--- config.mk ---
export PLATFORM = sky130hd
export DESIGN_NAME = fifo_write_arbiter
export DESIGN_NICKNAME = d
export VERILOG_FILES = /design/src/rtl/fifo_write_arbiter.sv
export SDC_FILE = /design/constraint.sdc
export NUM_CORES = 1
export LEC_CHECK = 0
export CAP_MARGIN = 20
export CORE_MARGIN = 3
export CORE_UTILIZATION = 40
export DETAILED_ROUTE_END_ITERATION = 6
export GPL_ROUTABILITY_DRIVEN = 1
export PLACE_DENSITY_LB_ADDON = 0.2
export SETUP_SLACK_MARGIN = 0.4
export SLEW_MARGIN = 20
export SYNTH_ARGS = -nofsm -noshare
export SYNTH_HDL_FRONTEND = slang
export SYNTH_SLANG_ARGS = --single-unit
--- constraint.sdc ---
create_clock -name w_clk -period 2.65 [get_ports w_clk]
set_input_delay 0.53 -clock w_clk [delete_from_list [all_inputs] [get_ports w_clk]]
set_output_delay 0.53 -clock w_clk [all_outputs]
set_load 0.01 [all_outputs]
--- src/rtl/fifo_write_arbiter.sv ---
// Write-side scheduler for the asynchronous FIFO.
// Shares the single FIFO write port among NUM_REQ requesters using round-robin
// grants with bounded bursts and w_full back-pressure. Each grant costs one
// arbitration cycle in IDLE before the burst starts.
// Optional per-requester ack statistics are built when FIFO_ARB_STATS_EN is
// defined; otherwise stat_count is tied to zero.
module fifo_write_arbiter #(
    parameter int unsigned NUM_REQ        = 4,
    parameter int unsigned REQ_INDEX_SIZE = 2,
    parameter int unsigned MEMORY_WIDTH   = 8,
    parameter int unsigned MAX_BURST      = 4
) (
    input  logic                            w_clk,
    input  logic                            wrst,
    input  logic [NUM_REQ-1:0]              req,
    input  logic [NUM_REQ*MEMORY_WIDTH-1:0] req_data,
    input  logic                            w_full,
    output logic [NUM_REQ-1:0]              ack,
    output logic                            w_en,
    output logic [MEMORY_WIDTH-1:0]         wdata,
    output logic [REQ_INDEX_SIZE-1:0]       owner,
    output logic                            busy,
    input  logic [REQ_INDEX_SIZE-1:0]       stat_sel,
    output logic [15:0]                     stat_count
);

    localparam logic [0:0] ST_IDLE  = 1'b0;
    localparam logic [0:0] ST_BURST = 1'b1;

    localparam logic [REQ_INDEX_SIZE-1:0] LAST_IDX  = REQ_INDEX_SIZE'(NUM_REQ - 1);
    localparam logic [7:0]                LAST_BEAT = 8'(MAX_BURST - 1);

    logic [0:0]                state_q, state_d;
    logic [REQ_INDEX_SIZE-1:0] owner_q, owner_d;
    logic [REQ_INDEX_SIZE-1:0] rr_ptr_q, rr_ptr_d;
    logic [7:0]                burst_cnt_q, burst_cnt_d;

    logic                      sel_found;
    logic [REQ_INDEX_SIZE-1:0] sel_idx;
    logic [REQ_INDEX_SIZE-1:0] scan_idx;
    logic                      accept;

    logic [MEMORY_WIDTH-1:0]   slice [NUM_REQ];

    // Increment modulo NUM_REQ, so non-power-of-two counts wrap to 0.
    function automatic logic [REQ_INDEX_SIZE-1:0] wrap_inc(input logic [REQ_INDEX_SIZE-1:0] v);
        if (v == LAST_IDX) begin
            return '0;
        end
        return v + REQ_INDEX_SIZE'(1);
    endfunction

    for (genvar g = 0; g < NUM_REQ; g++) begin : g_slice
        assign slice[g] = req_data[g*MEMORY_WIDTH +: MEMORY_WIDTH];
    end

    // Round-robin scan: first set req bit starting at rr_ptr and wrapping.
    always_comb begin
        sel_found = 1'b0;
        sel_idx   = rr_ptr_q;
        scan_idx  = rr_ptr_q;
        for (int unsigned k = 0; k < NUM_REQ; k++) begin
            if (!sel_found && req[scan_idx]) begin
                sel_found = 1'b1;
                sel_idx   = scan_idx;
            end
            scan_idx = wrap_inc(scan_idx);
        end
    end

    // Write-port outputs; wdata always follows the current owner's slice.
    always_comb begin
        accept       = (state_q == ST_BURST) && req[owner_q] && !w_full;
        ack          = '0;
        ack[owner_q] = accept;
        w_en         = accept;
        wdata        = slice[owner_q];
        owner        = owner_q;
        busy         = (state_q == ST_BURST);
    end

    // Next-state logic for grant, burst length and fairness pointer.
    always_comb begin
        state_d     = state_q;
        owner_d     = owner_q;
        rr_ptr_d    = rr_ptr_q;
        burst_cnt_d = burst_cnt_q;
        case (state_q)
            ST_IDLE: begin
                if (sel_found) begin
                    owner_d     = sel_idx;
                    burst_cnt_d = '0;
                    state_d     = ST_BURST;
                end
            end
            ST_BURST: begin
                if (!req[owner_q]) begin
                    // Owner withdrew: release without writing.
                    state_d  = ST_IDLE;
                    rr_ptr_d = wrap_inc(owner_q);
                end else if (!w_full) begin
                    if (burst_cnt_q == LAST_BEAT) begin
                        state_d  = ST_IDLE;
                        rr_ptr_d = wrap_inc(owner_q);
                    end else begin
                        burst_cnt_d = burst_cnt_q + 8'd1;
                    end
                end
                // w_full with req held: stall with everything frozen.
            end
            default: begin
                state_d = ST_IDLE;
            end
        endcase
    end

    // State registers with synchronous reset; reset aborts any burst.
    always_ff @(posedge w_clk) begin
        if (wrst) begin
            state_q     <= ST_IDLE;
            owner_q     <= '0;
            rr_ptr_q    <= '0;
            burst_cnt_q <= '0;
        end else begin
            state_q     <= state_d;
            owner_q     <= owner_d;
            rr_ptr_q    <= rr_ptr_d;
            burst_cnt_q <= burst_cnt_d;
        end
    end

`ifdef FIFO_ARB_STATS_EN
    logic [NUM_REQ*16-1:0] stat_flat;

    for (genvar g = 0; g < NUM_REQ; g++) begin : g_stat
        logic [15:0] cnt_q;

        // Saturating per-requester ack counter.
        always_ff @(posedge w_clk) begin
            if (wrst) begin
                cnt_q <= '0;
            end else if (ack[g] && (cnt_q != 16'hFFFF)) begin
                cnt_q <= cnt_q + 16'd1;
            end
        end

        assign stat_flat[g*16 +: 16] = cnt_q;
    end

    // Selected counter readout; out-of-range selects read as zero.
    always_comb begin
        stat_count = '0;
        if ({1'b0, stat_sel} < (REQ_INDEX_SIZE + 1)'(NUM_REQ)) begin
            stat_count = stat_flat[{stat_sel, 4'b0000} +: 16];
        end
    end
`else
    logic unused_stat_sel;

    assign unused_stat_sel = ^stat_sel;
    assign stat_count      = '0;
`endif

endmodule

==> metrics.csv <==
metric,value,unit
Non-Filler Instances,273,
die width,67.9,um
top_reg_cell synth,dfxtp_1,
status,completed,
Post-Syn Instances,171,
Fin Hold WS,0.538,ns
Area contributors post-synth,"dfxtp_1, mux4_2, buf_4",
WHS Endpoint,burst_cnt_q[1],
first-pass GRT wire length,6320,um
area added between synthesis and finish,38.7,%
TritonCTS clock tree,yes,
Rel. slew slack,63.4,%
die area,4610,um^2
Via Count,1485,
CTS Sinks,13,
worst r2r dst,owner[0],
Synth async-reset ratio,0,%
Worst Hold Class,register to register,
Die Height,67.9,um
Max Freq,450,MHz
leakage,0.868,nW
Place WS,-0.277,ns
worst hold path startpoint,burst_cnt_q[1],
Setup CP Type,input port to output pin,
Worst EP required,2.12,ns
max-slew violations,0,
Tot Pwr,1.21,mW
RSZ-0062 raised after global routing,no,
Tightest Pin Transition,0.547,ns
core area,3520,um^2
Mapped Area,1530,um^2
largest net degree at the start of global routing,22,
WL final,4140,um
I/O pins,73,
CTS Hold Bufs,0,
slowest CP cell,mux4_2,
Buf/Inv on CP,2,
WP depth,3,
Synth cell types,53,
hold depth,2,
Routed wire per std cell,15.2,um
clk root buf,clkbuf_8,
Pwr per Cell Area,571,nW/um^2
Post-synth EDFFs,0,
crit path time final,2.22,ns
top-area cell type share of the netlist area,17.0,%
VDD IR max,0.000373,V
r2r startpoint,rr_ptr_q[1],
Rows,21,
Clock Latency Late Sink,0.25,ns
antenna-violating nets left,0,
syn avg cell area,8.96,um^2
yosys warns,0,
DRT iter0 DRCs,61,
antenna violations before repair,0,
htree depth,1,
CP Cell Sequence,clkdlybuf4s50_1 -> mux4_2 -> dlygate4sd2_1,
DP Wirelength,3240,um
startpoint types,input port,
clock tree buffer depth,2,
reg2reg setup slack,0.52,ns
1st-pass router iterations,4,
Total GRT Usage,17.9,%
post-DR vias/cell,5.44,
"delay-heaviest family, CP",buffers and inverters,
cts bufs inserted,3,
CP Capture Type,output pin,
post-route setup slack,0.429,ns
most frequent cells after synthesis,"buf_4, dfxtp_1, mux4_2",
final setup fails,0,
Crit path arrival time,1.69,ns
top cell type by total area after synthesis,dfxtp_1,
Critical Path Max Stage Delay,0.46,ns
leading cell type by number of instances after synthesis,buf_4,
Cells after DPL,268,
# diodes,0,
Synth Register Bits,13,
DRC viols,0,
layout cells sized above 1,19.8,%
Initial Util,43.5,%
Routability Congestion,0.851,
post-route clock period utilization,83.8,%
number of global-route vias before repair,1373,
"Hold Vio Cnt, Final",0,
post-synthesis sequential area ratio,17.0,%
gr ovfl total,0,
"Max FO, Critical Path",1,
PortBufs,54,
"Reg clk slew, reported paths",0.05,ns
Max Cap Viol,0,
final clock skew,0.00615,ns
cells on worst reg2reg path,6,
# nets final,275,
post-layout util,60.3,%
-- power breakdown --
| group | total (mW) | leakage (nW) | internal, mW | switching, mW |
|---|---|---|---|---|
| logic | 0.798 | 0.740 | 0.408 | 0.390 |
| clock network | 0.179 | 0.0228 | 0.106 | 0.0723 |
| registers | 0.238 | 0.106 | 0.217 | 0.0211 |
| total | 1.21 | 0.868 | 0.731 | 0.483 |
-- kinds of logic after synthesis --
group | after synthesis | share of synthesized area (%)
compound gates | 36 | 18.7
xor+xnor | 8 | 4.58
fa+ha+maj | 6 | 4.90
buf+inv | 35 | 13.0
flops | 13 | 17.0
mux | 20 | 21.5
other cells | 1 | 0.245
simple gates | 52 | 20.1
-- what timing repair did --
action / CTS / global route
pin swaps: 1 / 0
setup buffers: 1 / 0
setup endpoints to repair: 13 / 14
resized for setup: 38 / 6
-- tightest hold or removal path, delay by kind of cell (launching register included) --
kind | cells | cell delay [ns]
compound gates | 1 | 0.06
flops | 1 | 0.34
simple gates | 1 | 0.09
-- cell type report --
cell class                      count  area (um^2)
Fill cell                         316         1400
Multi-Input combinational cell    138         1140
Timing Repair Buffer               66          594
Sequential cell                    13          260
Tap cell                           46         57.6
Clock buffer                        4         45.0
Inverter                            6         22.5
-- through the flow --
step	TNS (ns)	cell area, um^2
4_1_cts	0	2120
2_1_floorplan	0	1590
6_report	0	2120
3_5_place_dp	-1.21	2090
5_1_grt	0	2120
3_3_place_gp	-1.11	2090
-- cells in the final DEF, fill, tap and decap left out, types with 2 or more instances in the layout --
| cell | netlist | layout |
|---|---|---|
| a21o_1 | 2 | 2 |
| a21oi_1 | 8 | 8 |
| and2_1 | 4 | 4 |
| and3_1 | 5 | 4 |
| buf_2 | 6 | 4 |
| buf_4 | 16 | 11 |
| clkbuf_2 | 0 | 2 |
| clkbuf_8 | 0 | 3 |
| clkdlybuf4s15_1 | 0 | 4 |
| clkdlybuf4s50_1 | 0 | 36 |
| conb_1 | 1 | 16 |
| dfxtp_1 | 13 | 13 |
| dlygate4sd2_1 | 0 | 8 |
| ha_1 | 6 | 5 |
| inv_1 | 6 | 6 |
| mux2_2 | 3 | 3 |
| mux2i_1 | 7 | 6 |
| mux4_2 | 10 | 10 |
| nand2_1 | 5 | 5 |
| nand2b_1 | 6 | 6 |
| nand3_1 | 2 | 2 |
| nand4_1 | 6 | 6 |
| nor2_1 | 4 | 4 |
| nor2b_1 | 2 | 2 |
| nor3_1 | 7 | 7 |
| nor3b_1 | 2 | 2 |
| o2111a_1 | 2 | 2 |
| o21ai_0 | 3 | 3 |
| o21ai_1 | 2 | 2 |
| or3_1 | 3 | 3 |
| xor2_1 | 7 | 7 |
-- metal layers --
| layer | vias to the layer above | part of all wire [%] | track usage (%) |
|---|---|---|---|
| li1 | 720 | - | - |
| met1 | 679 | 38 | 20.6 |
| met2 | 82 | 48 | 31.8 |
| met3 | 4 | 14 | 6.57 |
| met4 | 0 | 0.68 | 3.72 |
| met5 | - | 0 | 0 |
-- how the worst max path moves through the flow --
| stage | end | slack [ns] | start |
|---|---|---|---|
| 2_1_floorplan | ack[0] | 0.39 | req[3] |
| 3_3_place_gp | ack[0] | -0.25 | req[3] |
| 3_5_place_dp | ack[2] | -0.28 | req[3] |
| 4_1_cts | ack[2] | 0.41 | req[3] |
| 5_1_grt | wdata[6] | 0.40 | req_data[30] |
| 6_report | wdata[6] | 0.43 | req_data[30] |
-- registers in the layout, indices dropped and copies added, names as in the netlist --
name,cells
burst_cnt_q,8
owner,2
rr_ptr_q,2
busy,1
Note: power is estimated with default switching activity, not from simulation.
